--- src/rtl/hazard_ctrl_if.sv ---
// Pipeline-to-hazard-unit signal bundle: per-stage register numbers, Tuse/Tnew
// hints and MDU control in; stall, forwarding selects and MDU status out.
interface hazard_ctrl_if;
    logic [4:0]  D_ReadA1, D_ReadA2;
    logic [1:0]  Tuse1, Tuse2;
    logic        MDUClass;
    logic [4:0]  E_ReadA1, E_ReadA2, E_WriteA;
    logic        E_RegWrite;
    logic [1:0]  E_Tnew;
    logic [4:0]  M_ReadA2, M_WriteA;
    logic        M_RegWrite;
    logic [1:0]  M_Tnew;
    logic [4:0]  W_WriteA;
    logic        W_RegWrite;
    logic        MDUStart;
    logic        MDUType;

    logic        stall;
    logic [1:0]  Trans_grf_Sel1, Trans_grf_Sel2;
    logic [1:0]  Trans_ALUIn_Sel1, Trans_ALUIn_Sel2;
    logic [1:0]  Trans_MemRD_Sel;
    logic        MDUBusy;
    logic [15:0] stall_cnt;

    modport master (
        output D_ReadA1, D_ReadA2, Tuse1, Tuse2, MDUClass,
               E_ReadA1, E_ReadA2, E_WriteA, E_RegWrite, E_Tnew,
               M_ReadA2, M_WriteA, M_RegWrite, M_Tnew,
               W_WriteA, W_RegWrite, MDUStart, MDUType,
        input  stall, Trans_grf_Sel1, Trans_grf_Sel2,
               Trans_ALUIn_Sel1, Trans_ALUIn_Sel2, Trans_MemRD_Sel,
               MDUBusy, stall_cnt
    );

    modport slave (
        input  D_ReadA1, D_ReadA2, Tuse1, Tuse2, MDUClass,
               E_ReadA1, E_ReadA2, E_WriteA, E_RegWrite, E_Tnew,
               M_ReadA2, M_WriteA, M_RegWrite, M_Tnew,
               W_WriteA, W_RegWrite, MDUStart, MDUType,
        output stall, Trans_grf_Sel1, Trans_grf_Sel2,
               Trans_ALUIn_Sel1, Trans_ALUIn_Sel2, Trans_MemRD_Sel,
               MDUBusy, stall_cnt
    );
endinterface

--- src/rtl/hazard_ctrl.sv ---
// Five-stage pipeline hazard unit: Tuse/Tnew data stalls, MDU busy stalls,
// forwarding selects for D, E and M operands, and a saturating stall counter.
module hazard_ctrl #(
    parameter int MULT_CYCLES = 5,
    parameter int DIV_CYCLES  = 10
) (
    input logic         clk,
    input logic         reset,
    hazard_ctrl_if.slave hif
);

    logic [3:0]  mdu_cnt;
    logic [1:0]  m_tnew_eff;
    logic        data_stall;
    logic        mdu_stall;
    logic        stall_int;
    logic [15:0] stall_cnt_q;

    function automatic logic hit(input logic we, input logic [4:0] wa, input logic [4:0] a);
        return we && (wa == a) && (a != 5'd0);
    endfunction

    // M_Tnew is still counted from E, so it is one cycle stale by the time the
    // instruction reaches M.
    assign m_tnew_eff = (hif.M_Tnew == 2'd0) ? 2'd0 : hif.M_Tnew - 2'd1;

    always_comb begin
        data_stall = 1'b0;
        if (hit(hif.E_RegWrite, hif.E_WriteA, hif.D_ReadA1) && (hif.Tuse1 < hif.E_Tnew))
            data_stall = 1'b1;
        if (hit(hif.M_RegWrite, hif.M_WriteA, hif.D_ReadA1) && (hif.Tuse1 < m_tnew_eff))
            data_stall = 1'b1;
        if (hit(hif.E_RegWrite, hif.E_WriteA, hif.D_ReadA2) && (hif.Tuse2 < hif.E_Tnew))
            data_stall = 1'b1;
        if (hit(hif.M_RegWrite, hif.M_WriteA, hif.D_ReadA2) && (hif.Tuse2 < m_tnew_eff))
            data_stall = 1'b1;
    end

    assign mdu_stall = hif.MDUClass && ((mdu_cnt != 4'd0) || hif.MDUStart);
    assign stall_int = data_stall || mdu_stall;

    always_comb begin
        hif.Trans_grf_Sel1 = 2'd0;
        if (hit(hif.E_RegWrite, hif.E_WriteA, hif.D_ReadA1) && (hif.E_Tnew == 2'd0))
            hif.Trans_grf_Sel1 = 2'd1;
        else if (hit(hif.M_RegWrite, hif.M_WriteA, hif.D_ReadA1) && (m_tnew_eff == 2'd0))
            hif.Trans_grf_Sel1 = 2'd2;

        hif.Trans_grf_Sel2 = 2'd0;
        if (hit(hif.E_RegWrite, hif.E_WriteA, hif.D_ReadA2) && (hif.E_Tnew == 2'd0))
            hif.Trans_grf_Sel2 = 2'd1;
        else if (hit(hif.M_RegWrite, hif.M_WriteA, hif.D_ReadA2) && (m_tnew_eff == 2'd0))
            hif.Trans_grf_Sel2 = 2'd2;

        hif.Trans_ALUIn_Sel1 = 2'd0;
        if (hit(hif.M_RegWrite, hif.M_WriteA, hif.E_ReadA1) && (m_tnew_eff == 2'd0))
            hif.Trans_ALUIn_Sel1 = 2'd1;
        else if (hit(hif.W_RegWrite, hif.W_WriteA, hif.E_ReadA1))
            hif.Trans_ALUIn_Sel1 = 2'd2;

        hif.Trans_ALUIn_Sel2 = 2'd0;
        if (hit(hif.M_RegWrite, hif.M_WriteA, hif.E_ReadA2) && (m_tnew_eff == 2'd0))
            hif.Trans_ALUIn_Sel2 = 2'd1;
        else if (hit(hif.W_RegWrite, hif.W_WriteA, hif.E_ReadA2))
            hif.Trans_ALUIn_Sel2 = 2'd2;

        hif.Trans_MemRD_Sel = 2'd0;
        if (hit(hif.W_RegWrite, hif.W_WriteA, hif.M_ReadA2))
            hif.Trans_MemRD_Sel = 2'd1;
    end

    // A new start reloads even while busy.
    always_ff @(posedge clk) begin
        if (reset)
            mdu_cnt <= 4'd0;
        else if (hif.MDUStart)
            mdu_cnt <= hif.MDUType ? 4'(DIV_CYCLES) : 4'(MULT_CYCLES);
        else if (mdu_cnt != 4'd0)
            mdu_cnt <= mdu_cnt - 4'd1;
    end

    always_ff @(posedge clk) begin
        if (reset)
            stall_cnt_q <= 16'd0;
        else if (stall_int && (stall_cnt_q != 16'hFFFF))
            stall_cnt_q <= stall_cnt_q + 16'd1;
    end

    assign hif.stall     = stall_int;
    assign hif.MDUBusy   = (mdu_cnt != 4'd0);
    assign hif.stall_cnt = stall_cnt_q;

endmodule
--- src/flat_wrapper.sv ---
// flat-port wrapper written by rule: the top's interface ports become plain ports
module hazard_ctrl_flat 
#(
    parameter int MULT_CYCLES = 5,
    parameter int DIV_CYCLES  = 10
)
  (clk, reset, hif_D_ReadA1, hif_D_ReadA2, hif_Tuse1, hif_Tuse2, hif_MDUClass, hif_E_ReadA1, hif_E_ReadA2, hif_E_WriteA, hif_E_RegWrite, hif_E_Tnew, hif_M_ReadA2, hif_M_WriteA, hif_M_RegWrite, hif_M_Tnew, hif_W_WriteA, hif_W_RegWrite, hif_MDUStart, hif_MDUType, hif_stall, hif_Trans_grf_Sel1, hif_Trans_grf_Sel2, hif_Trans_ALUIn_Sel1, hif_Trans_ALUIn_Sel2, hif_Trans_MemRD_Sel, hif_MDUBusy, hif_stall_cnt);
  hazard_ctrl_if hif_i ();
  input logic clk;
  input logic reset;
  input wire logic [$bits(hif_i.D_ReadA1)-1:0] hif_D_ReadA1;
  input wire logic [$bits(hif_i.D_ReadA2)-1:0] hif_D_ReadA2;
  input wire logic [$bits(hif_i.Tuse1)-1:0] hif_Tuse1;
  input wire logic [$bits(hif_i.Tuse2)-1:0] hif_Tuse2;
  input wire logic [$bits(hif_i.MDUClass)-1:0] hif_MDUClass;
  input wire logic [$bits(hif_i.E_ReadA1)-1:0] hif_E_ReadA1;
  input wire logic [$bits(hif_i.E_ReadA2)-1:0] hif_E_ReadA2;
  input wire logic [$bits(hif_i.E_WriteA)-1:0] hif_E_WriteA;
  input wire logic [$bits(hif_i.E_RegWrite)-1:0] hif_E_RegWrite;
  input wire logic [$bits(hif_i.E_Tnew)-1:0] hif_E_Tnew;
  input wire logic [$bits(hif_i.M_ReadA2)-1:0] hif_M_ReadA2;
  input wire logic [$bits(hif_i.M_WriteA)-1:0] hif_M_WriteA;
  input wire logic [$bits(hif_i.M_RegWrite)-1:0] hif_M_RegWrite;
  input wire logic [$bits(hif_i.M_Tnew)-1:0] hif_M_Tnew;
  input wire logic [$bits(hif_i.W_WriteA)-1:0] hif_W_WriteA;
  input wire logic [$bits(hif_i.W_RegWrite)-1:0] hif_W_RegWrite;
  input wire logic [$bits(hif_i.MDUStart)-1:0] hif_MDUStart;
  input wire logic [$bits(hif_i.MDUType)-1:0] hif_MDUType;
  output wire logic [$bits(hif_i.stall)-1:0] hif_stall;
  output wire logic [$bits(hif_i.Trans_grf_Sel1)-1:0] hif_Trans_grf_Sel1;
  output wire logic [$bits(hif_i.Trans_grf_Sel2)-1:0] hif_Trans_grf_Sel2;
  output wire logic [$bits(hif_i.Trans_ALUIn_Sel1)-1:0] hif_Trans_ALUIn_Sel1;
  output wire logic [$bits(hif_i.Trans_ALUIn_Sel2)-1:0] hif_Trans_ALUIn_Sel2;
  output wire logic [$bits(hif_i.Trans_MemRD_Sel)-1:0] hif_Trans_MemRD_Sel;
  output wire logic [$bits(hif_i.MDUBusy)-1:0] hif_MDUBusy;
  output wire logic [$bits(hif_i.stall_cnt)-1:0] hif_stall_cnt;
  assign hif_i.D_ReadA1 = hif_D_ReadA1;
  assign hif_i.D_ReadA2 = hif_D_ReadA2;
  assign hif_i.Tuse1 = hif_Tuse1;
  assign hif_i.Tuse2 = hif_Tuse2;
  assign hif_i.MDUClass = hif_MDUClass;
  assign hif_i.E_ReadA1 = hif_E_ReadA1;
  assign hif_i.E_ReadA2 = hif_E_ReadA2;
  assign hif_i.E_WriteA = hif_E_WriteA;
  assign hif_i.E_RegWrite = hif_E_RegWrite;
  assign hif_i.E_Tnew = hif_E_Tnew;
  assign hif_i.M_ReadA2 = hif_M_ReadA2;
  assign hif_i.M_WriteA = hif_M_WriteA;
  assign hif_i.M_RegWrite = hif_M_RegWrite;
  assign hif_i.M_Tnew = hif_M_Tnew;
  assign hif_i.W_WriteA = hif_W_WriteA;
  assign hif_i.W_RegWrite = hif_W_RegWrite;
  assign hif_i.MDUStart = hif_MDUStart;
  assign hif_i.MDUType = hif_MDUType;
  assign hif_stall = hif_i.stall;
  assign hif_Trans_grf_Sel1 = hif_i.Trans_grf_Sel1;
  assign hif_Trans_grf_Sel2 = hif_i.Trans_grf_Sel2;
  assign hif_Trans_ALUIn_Sel1 = hif_i.Trans_ALUIn_Sel1;
  assign hif_Trans_ALUIn_Sel2 = hif_i.Trans_ALUIn_Sel2;
  assign hif_Trans_MemRD_Sel = hif_i.Trans_MemRD_Sel;
  assign hif_MDUBusy = hif_i.MDUBusy;
  assign hif_stall_cnt = hif_i.stall_cnt;
  hazard_ctrl #(.MULT_CYCLES(MULT_CYCLES), .DIV_CYCLES(DIV_CYCLES)) u_core (.clk(clk), .reset(reset), .hif(hif_i));
endmodule
--- config.mk ---
export PLATFORM = sky130hd
export DESIGN_NAME = hazard_ctrl_flat
export DESIGN_NICKNAME = d
export VERILOG_FILES = /design/src/rtl/hazard_ctrl_if.sv /design/src/rtl/hazard_ctrl.sv /design/src/flat_wrapper.sv
export SDC_FILE = /design/constraint.sdc
export NUM_CORES = 1
export LEC_CHECK = 0
export CAP_MARGIN = 30
export CORE_ASPECT_RATIO = 1.1
export CORE_MARGIN = 8
export CORE_UTILIZATION = 39
export CTS_CLUSTER_DIAMETER = 200
export DETAILED_ROUTE_END_ITERATION = 8
export GPL_TIMING_DRIVEN = 0
export PLACE_DENSITY = 0.76
export SLEW_MARGIN = 20
export SYNTH_ARGS = -nofsm -noshare
export SYNTH_HDL_FRONTEND = slang
export SYNTH_SLANG_ARGS = --single-unit
--- constraint.sdc ---
create_clock -name clk -period 3.9 [get_ports clk]
set_clock_uncertainty 0.05 [all_clocks]
set_input_delay 0.585 -clock clk [delete_from_list [all_inputs] [get_ports clk]]
set_output_delay 0.585 -clock clk [all_outputs]
set_load 0.05 [all_outputs]
* Yosys cells after proc, flatten, opt, wreduce, memory -nomap -nowiden
Cells that the tools add are included.
Operators by class: $add $sub $neg 3, $mul 0, divide/modulo/power cells 0, magnitude comparators 4, equality and inequality tests 10, shifts and indexed selects 0, muxes and demuxes 17, bitwise logic cells 0, reductions and logical operators 42
Operator list (count):
- equality test 5 bit | 9
- logical AND 1 bit | 30
- nonzero test 5 bit | 5
- two-way mux 2 bit | 9
- adder 16 x 1 -> 16 bit, second input constant | 1
- inequality test 16 bit, second input constant | 1
- two-way mux 4 bit | 3
- < comparator 2 bit | 4
- zero test 2 bit | 3
- two-way mux 1 bit | 5
- nonzero test 4 bit | 1
- subtractor 4 x 1 -> 4 bit, second input constant | 1
- logical OR 1 bit | 2
- nonzero test 2 bit | 1
- subtractor 2 x 1 -> 2 bit, second input constant | 1
Word-level totals: register bits 20, bits in latches 0, RAM bits 0, bits in read-only memories 0, bits of input ports 56, output and inout port bits 28, logic and storage cells 78, memories 0

* Depth between registers and ports, before layout
Gate-level depths: netlist of the first run.
word-level depth 10, mapped depth 11, gate-level depth less buffers 9

* Worst setup path after synthesis of the first run
No wires, ideal clock.
kind in2out, start point input port hif_M_WriteA[3], end point output port hif_Trans_ALUIn_Sel1[1], data arrival time 3.268 ns, required time 3.265 ns, path slack -0.003 ns, stages on the path 5, path buffers 1, cells stage by stage clkbuf_1 xnor2_1 nand4_1 nor4_1 nor4_1
Between the ends: longest elaborated chain between the ends 5
RTL lines:
- start, declared | line flat_wrapper.sv:22 | input wire logic [$bits(hif_i.M_WriteA)-1:0] hif_M_WriteA;
- equality test 5 bit | line hazard_ctrl.sv:20 | return we && (wa == a) && (a != 5'd0);
- logical AND 1 bit (2 in a row) | line hazard_ctrl.sv:20
- logical AND 1 bit | line hazard_ctrl.sv:56 | if (hit(hif.M_RegWrite, hif.M_WriteA, hif.E_ReadA1) && (m_tnew_eff == 2'd0))
- two-way mux 2 bit | line hazard_ctrl.sv:56
- end, declared | line flat_wrapper.sv:32 | output wire logic [$bits(hif_i.Trans_ALUIn_Sel1)-1:0] hif_Trans_ALUIn_Sel1;
Every way passes these cells.

* Worst setup path in the final report of the first run
start point input port hif_D_ReadA2[1], end point output port hif_stall
Between the ends: longest elaborated chain between the ends 7
RTL lines:
- start, declared | line flat_wrapper.sv:12 | input wire logic [$bits(hif_i.D_ReadA2)-1:0] hif_D_ReadA2;
- equality test 5 bit | line hazard_ctrl.sv:20
- logical AND 1 bit (2 in a row) | line hazard_ctrl.sv:20
- logical AND 1 bit | line hazard_ctrl.sv:33 | if (hit(hif.E_RegWrite, hif.E_WriteA, hif.D_ReadA2) && (hif.Tuse2 < hif.E_Tnew))
- two-way mux 1 bit | line hazard_ctrl.sv:33
- two-way mux 1 bit * | line hazard_ctrl.sv:35 | if (hit(hif.M_RegWrite, hif.M_WriteA, hif.D_ReadA2) && (hif.Tuse2 < m_tnew_eff))
- logical OR 1 bit * | line hazard_ctrl.sv:40 | assign stall_int = data_stall || mdu_stall;
- end, declared | line flat_wrapper.sv:29 | output wire logic [$bits(hif_i.stall)-1:0] hif_stall;
Mark *: on every way between the ends. The rest lies on a longest branch, timed or not.

==> results of run 1 <==
==> layout by cell type (no fill, tap or decap), types with 3 or more instances in the layout <==
master	synthesis	final
sky130_fd_sc_hd__nor2b_1	4	4
sky130_fd_sc_hd__and3_1	4	4
sky130_fd_sc_hd__xor2_1	11	11
sky130_fd_sc_hd__or3_1	8	8
sky130_fd_sc_hd__clkdlybuf4s50_1	0	79
sky130_fd_sc_hd__clkbuf_1	6	6
sky130_fd_sc_hd__nor2_1	12	12
sky130_fd_sc_hd__or3b_1	3	3
sky130_fd_sc_hd__o31ai_1	5	5
sky130_fd_sc_hd__a21oi_1	19	19
sky130_fd_sc_hd__nand2_1	16	16
sky130_fd_sc_hd__nor3_1	9	9
sky130_fd_sc_hd__nand2b_1	4	4
sky130_fd_sc_hd__o21ai_0	7	7
sky130_fd_sc_hd__nand4_1	12	12
sky130_fd_sc_hd__clkbuf_8	0	4
sky130_fd_sc_hd__nor4_1	6	4
sky130_fd_sc_hd__xnor2_1	36	36
sky130_fd_sc_hd__or4_1	10	10
sky130_fd_sc_hd__dfxtp_1	20	20
sky130_fd_sc_hd__ha_1	7	7
sky130_fd_sc_hd__nand3_1	4	4
sky130_fd_sc_hd__inv_1	3	3
==> area by class of cell <==
cell class / count / area, um2
Timing Repair Buffer: 80 / 800
Inverter: 4 / 15.0
Sequential cell: 20 / 400
Clock buffer: 4 / 55.1
Multi-Input combinational cell: 202 / 1430
Buffer: 9 / 48.8
Fill cell: 431 / 1840
Tap cell: 56 / 70.1
==> routing by layer <==
layer	vias up	track usage, %	routed length, um
met4	0	4.47	65
li1	1030	-	-
met2	81	30.0	2940
met3	7	2.24	444
met5	-	0	0
met1	973	20.3	2770
==> kinds of logic after synthesis <==
group           Yosys count  share of synthesized area [%]
simple gates            107                           34.9
xor+xnor                 47                           22.0
compound gates           38                           12.0
flops                    20                           21.4
buf+inv                  13                           3.41
fa+ha+maj                 7                           4.68
mux                       2                           1.40
other cells               1                          0.200
==> critical path, stage by stage <==
cell and delay (ns):
sky130_fd_sc_hd__clkdlybuf4s50_1 0.49, sky130_fd_sc_hd__or4_1 0.56, sky130_fd_sc_hd__nor2_2 0.19, sky130_fd_sc_hd__nor4b_2 0.10, sky130_fd_sc_hd__nor4_4 0.52, sky130_fd_sc_hd__buf_6 0.22, sky130_fd_sc_hd__inv_2 0.07, sky130_fd_sc_hd__dlygate4sd2_1 0.42
==> worst min path at each step <==
stage | startpoint | to | slack (ns)
4_1_cts | u_core.hif.stall_cnt[5] | u_core.hif.stall_cnt[5] | 0.45
2_1_floorplan | u_core.mdu_cnt[2] | u_core.mdu_cnt[2] | 0.50
5_1_grt | u_core.hif.stall_cnt[5] | u_core.hif.stall_cnt[5] | 0.48
6_report | u_core.hif.stall_cnt[9] | u_core.hif.stall_cnt[9] | 0.45
3_5_place_dp | u_core.hif.stall_cnt[5] | u_core.hif.stall_cnt[5] | 0.44
3_3_place_gp | u_core.hif.stall_cnt[5] | u_core.hif.stall_cnt[5] | 0.43
==> power groups by stage <==
stage	logic, uW	clock network, uW	registers, uW
6_report	244	161	218
5_1_grt	264	175	219
2_1_floorplan	127	0	229
4_1_cts	245	163	218
3_3_place_gp	240	0	222
3_5_place_dp	244	0	222
==> metrics by stage <==
stage	power (uW)	utilization, %	area [um2]	setup WS [ns]	std cells
6_report	623	60.5	2820	0.0953	375
5_1_grt	658	60.5	2820	-0.0161	375
4_1_cts	626	60.4	2810	0.106	375
3_5_place_dp	467	59.3	2760	-0.164	371
3_3_place_gp	462	59.3	2760	-0.161	371
2_1_floorplan	356	-	1890	0.286	235
==> state kept, by name, summed over array words and instances, names as in the netlist <==
register,cells
u_core.mdu_cnt,4
u_core.hif.stall_cnt,16
==> timing repair <==
| action | 4_1_cts | 5_1_grt |
|---|---|---|
| endpoints found under the setup margin | 1 | 1 |
| gates cloned | 0 | 0 |
| gates resized for setup | 1 | 1 |
==> metrics.md, run 1 <==
| Metric | Value |
|---|---|
| Run status | finished clean |
| Number of distinct library cells after synthesis | 44 |
| Maximum number of buffers from clock root to sink | 2 |
| Logic depth of the worst register-to-register path | 11 |
| Critical setup path kind | primary input to output pin |
| Number of antenna-violating nets in the routed design | 0 |
| Min Tclk post-route | 3.80 ns |
| Root buffer cell | sky130_fd_sc_hd__clkbuf_8 |
| Hold slack final | 0.450 ns |
| DPL Wire Length | 5050 um |
| Power dissipated by switching net loads | 201 uW |
| CTS clock-pin slew for the worst setup and hold paths | 0.08 ns |
| Minimum setup slack among reg-to-reg paths | 1.24 ns |
| Antenna violations before repair | 0 |
| Clock share of power | 25.8% |
| Number of global-route vias before repair | 2,093 |
| Total internal power | 422 uW |
| Die extent in x | 82.1 um |
| Global routing usage summed across all routing layers | 16.8% |
| DRC violations left | 0 |
| Final worst-path cycle share | 97.6% |
| Hold WC Path Type | flop to flop |
| Vias post-DR | 2,091 |
| Worst VDD drop | 195 uV |
| Cell depth of the worst hold path | 2 |
| Worst setup path endpoint | hif_stall |
| TritonCTS clock tree | yes |
| Remaining global-route overflow | 0 |
| Cell row count | 26 |
| Post-synthesis sequential element count | 20 |
| Critical path origin | hif_D_ReadA2[1] |
| Sum Neg Setup Slack | 0 ns |
| Total setup violations reported at the end of the flow | 0 |
| Average vias per placed instance | 5.58 |
| Critical path peak fanout | 10 |
| Crit Reg-Reg Startpoint | u_core.mdu_cnt[0] |
| Sequential fraction of design power | 34.9% |
| Clock H-tree levels | 1 |
| Net Count, Synth | 298 |
| Number of standard cells after synthesis | 235 |
| Post-CTS Setup Bufs | 0 |
| Critical path endpoint category | output pin |
| Wire length per cell after detailed routing | 16.6 um |
| Reg-to-Reg End | u_core.hif.stall_cnt[14] |
| Cell types occupying the most area after synthesis | sky130_fd_sc_hd__dfxtp_1, sky130_fd_sc_hd__xnor2_1, sky130_fd_sc_hd__xor2_1 |
| Most common cell in the synthesized netlist | sky130_fd_sc_hd__xnor2_1 |
| Post-synthesis async set-or-reset flop share | 0% |
| Io pins | 84 |
| Number of detailed-route iterations in the first pass | 4 |
| Timing-limited maximum frequency | 263 MHz |
| Power Density | 221 mW/mm2 |
| Die Height | 88.7 um |
| CP required | 3.26 ns |
| Area Growth Syn to Fin | 50.4% |
| Combinational fraction of design power | 39.2% |
| Count of final max-slew check failures | 0 |
| Starting utilization of the core area | 40.3% |
| # nets final | 383 |
| Cell type with the largest total area after synthesis | sky130_fd_sc_hd__dfxtp_1 |
| Yosys Warn Count | 0 |
| Hold buffer count at CTS | 0 |
| Worst Max-Slew Pin Slew | 0.842 ns |
| Top cell types by occurrence after synthesis | sky130_fd_sc_hd__xnor2_1, sky130_fd_sc_hd__dfxtp_1, sky130_fd_sc_hd__a21oi_1 |
| Leak | 0.000936 uW |
| Clock net sink count | 20 |
| DIE AREA | 0.00728 mm2 |
| Avg Cell Area, Syn | 7.97 um2 |
| Clock latency of the later-clocked register in the worst-skew pair | 0.26 ns |
| Clock buffers created by TritonCTS | 3 |
| Placeable core area | 0.00465 mm2 |
| Final routed wirelength across all metal layers | 6230 um |
| Critical Path Source Type | primary input |
| Arrival time worst endpoint | 3.17 ns |
| IO Port Bufs | 80 |
| Number of DRC violations after detailed-routing iteration 0 | 63 |
| Number of hold violations in the final report | 0 |
| Last weighted congestion value of the routability-driven placer | 0.803 |
| Proportion of layout cells with a drive suffix above 1 | 6.27% |
| Number of flops mapped to enable cells by yosys | 0 |
| Global-route wire length before repair | 9870 um |
| Count of max-cap constraint violations | 0 |
| Worst relative slew slack | 43.4% |
| Fraction of synthesized cell area taken by the top area cell type | 21.4% |
| Most used DFF post-synth | sky130_fd_sc_hd__dfxtp_1 |
| Switching Share | 32.3% |
| Antenna diode instance count | 0 |
| Mapped Area | 0.00187 mm2 |
| Fraction of the yosys area taken by sequential cells | 21.4% |
| Largest net degree at the start of global routing | 12 |
Note: power is estimated with default switching activity, not from simulation.
==> inputs of run 2 (changes only) <==
Settings changed: CORE_UTILIZATION 39 to 42, PLACE_DENSITY 0.76 to 0.81.
Clock period 3.9 ns to 4.33 ns, I/O delays scaled along.
==> metrics.md, run 2 (same netlist as run 1, synthesis figures left out) <==
| Metric | Value |
|---|---|
| Hold buffer count at CTS | 0 (unchanged) |
| Root buffer cell | sky130_fd_sc_hd__clkbuf_8 |
| Number of DRC violations after detailed-routing iteration 0 | 84 (+33%) |
| Number of antenna-violating nets in the routed design | 0 (unchanged) |
| CP required | 3.63 ns (+0.37 ns) |
| Clock latency of the later-clocked register in the worst-skew pair | 0.26 ns (about the same) |
| Global routing usage summed across all routing layers | 17.6% (+0.76 points) |
| Largest net degree at the start of global routing | 12 (unchanged) |
| Overall power of the completed layout | 564 uW (-9.5%) |
| Cell row count | 25 (-3.8%) |
| Minimum setup slack among reg-to-reg paths | 1.56 ns (+0.32 ns) |
| Switching Share | 32.2% (-0.099 points) |
| Critical path endpoint category | output pin |
| Reg-to-Reg End | u_core.hif.stall_cnt[7] |
| Clock net sink count | 20 (unchanged) |
| IO Port Bufs | 80 (unchanged) |
| Filler cells | 372 (-14%) |
| Die extent in x | 79.7 um (-2.9%) |
| Arrival time worst endpoint | 3.47 ns (+0.30 ns) |
| Critical path peak fanout | 10 (unchanged) |
| Power Density | 201 mW/mm2 (-9.1%) |
| Critical setup path kind | primary input to output pin |
| Most common cell type on the critical path | sky130_fd_sc_hd__clkdlybuf4s50_1 |
| Combinational fraction of design power | 39.5% (+0.3 points) |
| Area Growth Syn to Fin | 49.7% |
| Number of global-route vias before repair | 2,014 (-3.8%) |
| CTS clock-pin slew for the worst setup and hold paths | 0.08 ns (about the same) |
| Number of buffers and inverters on the critical path | 4 (unchanged) |
| Number of hold violations in the final report | 0 (unchanged) |
| Ordered list of cells on the worst path | clkdlybuf4s50_1 > or4_1 > nor2_2 > o41ai_2 > nor4_4 > buf_6 > inv_2 > clkdlybuf4s50_1 |
| Power dissipated by switching net loads | 182 uW (-9.8%) |
| Final worst-path cycle share | 96.3% |
| Starting utilization of the core area | 43.7% (+3.4 points) |
| TritonCTS clock tree | yes |
| Most used cells in the layout excluding fill and tap cells | sky130_fd_sc_hd__clkdlybuf4s50_1, sky130_fd_sc_hd__xnor2_1, sky130_fd_sc_hd__dfxtp_1 |
| Leak | 0.000936 uW (about the same) |
| Remaining global-route overflow | 0 (unchanged) |
| Min Tclk post-route | 4.17 ns |
| Global-route wire length before repair | 9970 um (+0.98%) |
| Number of gates given a new drive strength after cts | 0 (-1) |
| Logic depth of the worst register-to-register path | 10 (-1) |
| DPL Wire Length | 4960 um (-1.8%) |
| Hold slack final | 0.455 ns (+0.00538 ns) |
| Die Height | 86.0 um (-3.0%) |
| Timing-limited maximum frequency | 240 MHz |
| Dominant delay contributor by cell family on the critical path | buffers and inverters |
| Worst relative slew slack | 45.7% (+2.3 points) |
| Total internal power | 382 uW (-9.3%) |
| Clock buffers created by TritonCTS | 3 (unchanged) |
| Worst VDD drop | 177 uV (-9.2%) |
| Run status | finished clean |
| Cell depth of the worst hold path | 2 (unchanged) |
| # nets final | 384 (+0.26%) |
| Hold Crit Start | u_core.hif.stall_cnt[9] |
| Vias post-DR | 2,089 (-0.096%) |
| Wire length per cell after detailed routing | 16.4 um (-1.4%) |
| Io pins | 84 (unchanged) |
| DRC violations left | 0 (unchanged) |
| DIE AREA | 0.00685 mm2 (-5.8%) |
| Unrepaired setup endpoints after global routing | no |
| Post-CTS Setup Bufs | 0 (unchanged) |
| Commonest non-fill, non-tap cell in the layout | sky130_fd_sc_hd__clkdlybuf4s50_1 |
| Number of detailed-route iterations in the first pass | 4 (unchanged) |
| Proportion of layout cells with a drive suffix above 1 | 5.63% (-0.64 points) |
| Placeable core area | 0.00429 mm2 (-7.9%) |
| Worst path slowest cell | sky130_fd_sc_hd__clkdlybuf4s50_1 |
| Count of final max-slew check failures | 0 (unchanged) |
| Last weighted congestion value of the routability-driven placer | 0.843 (+4.9%) |
| Sum Neg Setup Slack | 0 ns (unchanged) |
| Sequential fraction of design power | 34.7% (-0.2 points) |
| Average vias per placed instance | 5.59 (+0.17%) |
| Critical path origin | hif_D_ReadA2[1] |
| Hold path endpoint | u_core.hif.stall_cnt[9] |
| Largest incremental delay on the critical path | 0.70 ns (+0.14 ns) |
| Final routed wirelength across all metal layers | 6120 um (-1.7%) |
| Total setup violations reported at the end of the flow | 0 (unchanged) |
| Max FFs per register | 16 (unchanged) |
| Crit Reg-Reg Startpoint | u_core.mdu_cnt[0] |
| Antenna violations before repair | 0 (unchanged) |
| Antenna diode instance count | 0 (unchanged) |
| Critical Path Source Type | primary input |
| Count of max-cap constraint violations | 0 (unchanged) |
| Clock share of power | 25.8% (about the same) |
| Maximum number of buffers from clock root to sink | 2 (unchanged) |
| Clock H-tree levels | 1 (unchanged) |
| Worst Max-Slew Pin Slew | 0.808 ns (-0.0345 ns) |
| Hold WC Path Type | flop to flop |
-- run 2: cell types whose count changed in the layout (fill, tap and decap cells not counted), sizes merged --
cell	previous run	this run
dlygate4sd2	1	0
buf	3	4
clkdlybuf4s50	79	80
-- run 2: metal layers --
layer	wire length [um]	global-route usage, %	vias to the layer above	share of wire [%]
met5	0	0	-	0
met4	112	5.56	0	1.8
met3	410	2.62	10	6.7
met2	2800	29.0	88	46
met1	2800	22.6	962	46
li1	-	-	1029	-
-- run 2: worst max path at each step --
stage,slack (ns),cells past startpoint,end
finish,0.16,8,hif_stall
floorplan,0.30,5,hif_Trans_ALUIn_Sel1[1]
global route,0.02,8,hif_stall
detailed placement,0.13,8,hif_stall
CTS,0.11,8,hif_stall
global placement,0.15,8,hif_stall
-- run 2: worst register-to-register path: cells and delay by family, from the launching register on --
family	cells	cell delay [ns]
DFF	1	0.33
buffers and inverters	3	0.46
muxes	1	0.28
adders and majority gates	1	0.13
AOI/OAI and AO/OA	2	0.54
and+or+nand+nor	3	0.87
-- run 2: power groups by stage --
stage	clock network [uW]	logic (uW)	registers (uW)
after floorplan	0	114	206
after global placement	0	215	200
after detailed placement	0	219	200
after CTS	145	221	196
after global routing	150	240	197
final	145	222	196
-- run 2: through the flow --
| stage | instances | area [um2] | setup slack, ns | util (%) |
|---|---|---|---|---|
| 6_report | 374 | 2800 | 0.160 | 65.4 |
| 2_1_floorplan | 235 | 1870 | 0.298 | - |
| 4_1_cts | 373 | 2800 | 0.110 | 65.3 |
| 5_1_grt | 374 | 2800 | 0.0235 | 65.4 |
| 3_5_place_dp | 369 | 2740 | 0.132 | 64.0 |
| 3_3_place_gp | 369 | 2740 | 0.149 | 64.0 |
-- run 2: cell type report --
cell class	count	area, um2	share of cell area [%]
plain buffers	9	48.8	1.74
clock buffers	4	55.1	1.96
inverters	4	15.0	0.535
multi-input cells	202	1410	50.2
flip-flops and latches	20	400	14.3
well taps	54	67.6	2.41
repair buffers	81	808	28.8
==> inputs of run 3 (changes only) <==
Settings changed: CAP_MARGIN 30 to 15, CORE_ASPECT_RATIO 1.1 to default.
==> metrics.md, run 3 (same netlist as run 1, synthesis figures left out) <==
| Metric | Value |
|---|---|
| Final worst-path cycle share | 97.6% (+1.3 points) |
| Count of max-cap constraint violations | 0 (unchanged) |
| Remaining global-route overflow | 0 (unchanged) |
| Worst VDD drop | 195 uV (+10%) |
| Io pins | 84 (unchanged) |
| Clock buffers created by TritonCTS | 3 (unchanged) |
| Largest incremental delay on the critical path | 0.70 ns (about the same) |
| Die Height | 82.8 um (-3.8%) |
| Reg-to-Reg End | u_core.hif.stall_cnt[14] |
| Setup WS pre-CTS | 0.110 ns (-0.0216 ns) |
| Timing-limited maximum frequency | 237 MHz (-1.4%) |
| Die extent in x | 82.8 um (+3.9%) |
| Logic depth of the worst register-to-register path | 11 (+1) |
| Power Density | 193 mW/mm2 (-4.0%) |
| Leak | 0.000925 uW (-1.2%) |
| Number of gates given a new drive strength after cts | 0 (unchanged) |
| Wire length per cell after detailed routing | 16.9 um (+3.2%) |
| Antenna diode instance count | 0 (unchanged) |
| Total setup violations reported at the end of the flow | 0 (unchanged) |
| Vias post-DR | 2,089 (unchanged) |
| Most common cell type on the critical path | sky130_fd_sc_hd__clkdlybuf4s50_1 |
| Antenna violations before repair | 0 (unchanged) |
| Placeable core area | 0.00432 mm2 (+0.91%) |
| Cell row count | 24 (-4.0%) |
| Number of global-route vias before repair | 2,023 (+0.45%) |
| Max FFs per register | 16 (unchanged) |
| Last weighted congestion value of the routability-driven placer | 0.810 (-3.9%) |
| Crit Reg-Reg Startpoint | u_core.mdu_cnt[0] |
| IO Port Bufs | 80 (unchanged) |
| Commonest non-fill, non-tap cell in the layout | sky130_fd_sc_hd__clkdlybuf4s50_1 |
| DPL Wire Length | 5100 um (+2.7%) |
| Proportion of layout cells with a drive suffix above 1 | 5.03% (-0.59 points) |
| Met2 usage | 28.2% (-0.80 points) |
| Worst relative slew slack | 43.0% (-2.8 points) |
| Number of hold violations in the final report | 0 (unchanged) |
| # nets final | 383 (-0.26%) |
| Sum Neg Setup Slack | 0 ns (unchanged) |
| Global-route wire length before repair | 9560 um (-4.1%) |
| Number of DRC violations after detailed-routing iteration 0 | 62 (-26%) |
| Critical Path Source Type | primary input |
| Global routing usage summed across all routing layers | 17.1% (-0.52 points) |
| Hold WC Path Type | flop to flop |
| Critical path endpoint category | output pin |
| Number of antenna-violating nets in the routed design | 0 (unchanged) |
| DRC violations left | 0 (unchanged) |
| Run status | finished clean |
| TritonCTS clock tree | yes |
| Overall power of the completed layout | 537 uW (-4.8%) |
| Largest net degree at the start of global routing | 11 (-1) |
| Worst Max-Slew Pin Slew | 0.849 ns (+0.0412 ns) |
| Hold buffer count at CTS | 0 (unchanged) |
| Arrival time worst endpoint | 3.53 ns (+0.06 ns) |
| Most congested layer reported by global routing | met2 |
| Count of final max-slew check failures | 0 (unchanged) |
| Cell depth of the worst hold path | 2 (unchanged) |
| Maximum number of buffers from clock root to sink | 2 (unchanged) |
| Number of detailed-route iterations in the first pass | 4 (unchanged) |
| Minimum setup slack among reg-to-reg paths | 1.62 ns (+0.06 ns) |
| Post-CTS Setup Bufs | 0 (unchanged) |
| Hold path endpoint | u_core.hif.stall_cnt[9] |
| Clock net sink count | 20 (unchanged) |
| Most used cells in the layout excluding fill and tap cells | sky130_fd_sc_hd__clkdlybuf4s50_1, sky130_fd_sc_hd__xnor2_1, sky130_fd_sc_hd__dfxtp_1 |
| Min Tclk post-route | 4.23 ns (+0.0574 ns) |
| Root buffer cell | sky130_fd_sc_hd__clkbuf_8 |
| Final routed wirelength across all metal layers | 6250 um (+2.1%) |
| Clock latency of the later-clocked register in the worst-skew pair | 0.25 ns (about the same) |
| Fraction of met3 tracks used by global routing | 3.13% (+0.51 points) |
| DIE AREA | 0.00685 mm2 (about the same) |
| Critical path peak fanout | 10 (unchanged) |
| Starting utilization of the core area | 43.3% (-0.39 points) |
| Crit path setup slack, layout | 0.102 ns (-0.0574 ns) |
| Critical setup path kind | primary input to output pin |
| Met1 routing resource usage after global routing | 23.0% (+0.40 points) |
| Unrepaired setup endpoints after global routing | no |
| Hold Crit Start | u_core.hif.stall_cnt[9] |
| Worst path slowest cell | sky130_fd_sc_hd__clkdlybuf4s50_1 |
| CP required | 3.63 ns (about the same) |
| CTS clock-pin slew for the worst setup and hold paths | 0.07 ns (about the same) |
| Ordered list of cells on the worst path | clkdlybuf4s50_1 > or4_1 > nor2_2 > nor4b_1 > nor4_4 > buf_6 > inv_2 > clkdlybuf4s50_1 |
| Average vias per placed instance | 5.65 (+1.1%) |
| Area Growth Syn to Fin | 48.4% |
| Clock H-tree levels | 1 (unchanged) |
run 3: cell types whose count changed in the layout (fill, tap and decap cells not counted):
cell                       before  now
sky130_fd_sc_hd__clkbuf_8       4    3
sky130_fd_sc_hd__buf_4          3    2
run 3: how the worst max path moves through the flow:
stage                                from                 endpoint  slack [ns]  cells after the start
after floorplan           hif_M_WriteA[3]  hif_Trans_ALUIn_Sel1[1]        0.30                      5
after global placement    hif_D_ReadA2[1]                hif_stall        0.16                      8
after detailed placement  hif_D_ReadA2[1]                hif_stall        0.11                      8
final                     hif_D_ReadA2[1]                hif_stall        0.10                      8
after CTS                 hif_D_ReadA2[1]                hif_stall        0.10                      8
after global routing      hif_D_ReadA2[1]                hif_stall       0.003                      8
run 3: cell type report:
type | count | area, um2
Timing Repair Buffer | 80 | 801
Inverter | 4 | 15.0
Buffer | 9 | 48.8
Sequential cell | 20 | 400
Tap cell | 52 | 65.1
Multi-Input combinational cell | 202 | 1410
Clock buffer | 3 | 41.3
Fill cell | 385 | 1540
run 3: critical path: cells and delay by family:
family        cells  cell delay (ns)
simple gates      4             1.41
buf+inv           4             1.47
run 3: report_power, final:
part / internal (uW) / total [uW] / switching [uW] / leakage, uW
sequential: 190 / 196 / 6.01 / 0.000162
clock: 61.9 / 121 / 59.0 / 0.0000216
combinational: 109 / 220 / 110 / 0.000741
total: 361 / 537 / 175 / 0.000925
run 3: per-stage QoR:
step / std cells / cell area, um2 / hold slack [ns] / utilization [%]
2_1_floorplan: 235 / 1870 / 0.503 / -
3_3_place_gp: 367 / 2740 / 0.425 / 63.3
3_5_place_dp: 367 / 2740 / 0.442 / 63.3
4_1_cts: 370 / 2780 / 0.457 / 64.3
5_1_grt: 370 / 2780 / 0.479 / 64.3
6_report: 370 / 2780 / 0.454 / 64.3
run 3: per-layer routing:
layer / up-vias / wire length (um)
met5: - / 0
met1: 989 / 2860
li1: 1025 / -
met2: 71 / 2820
met4: 0 / 24
met3: 4 / 549
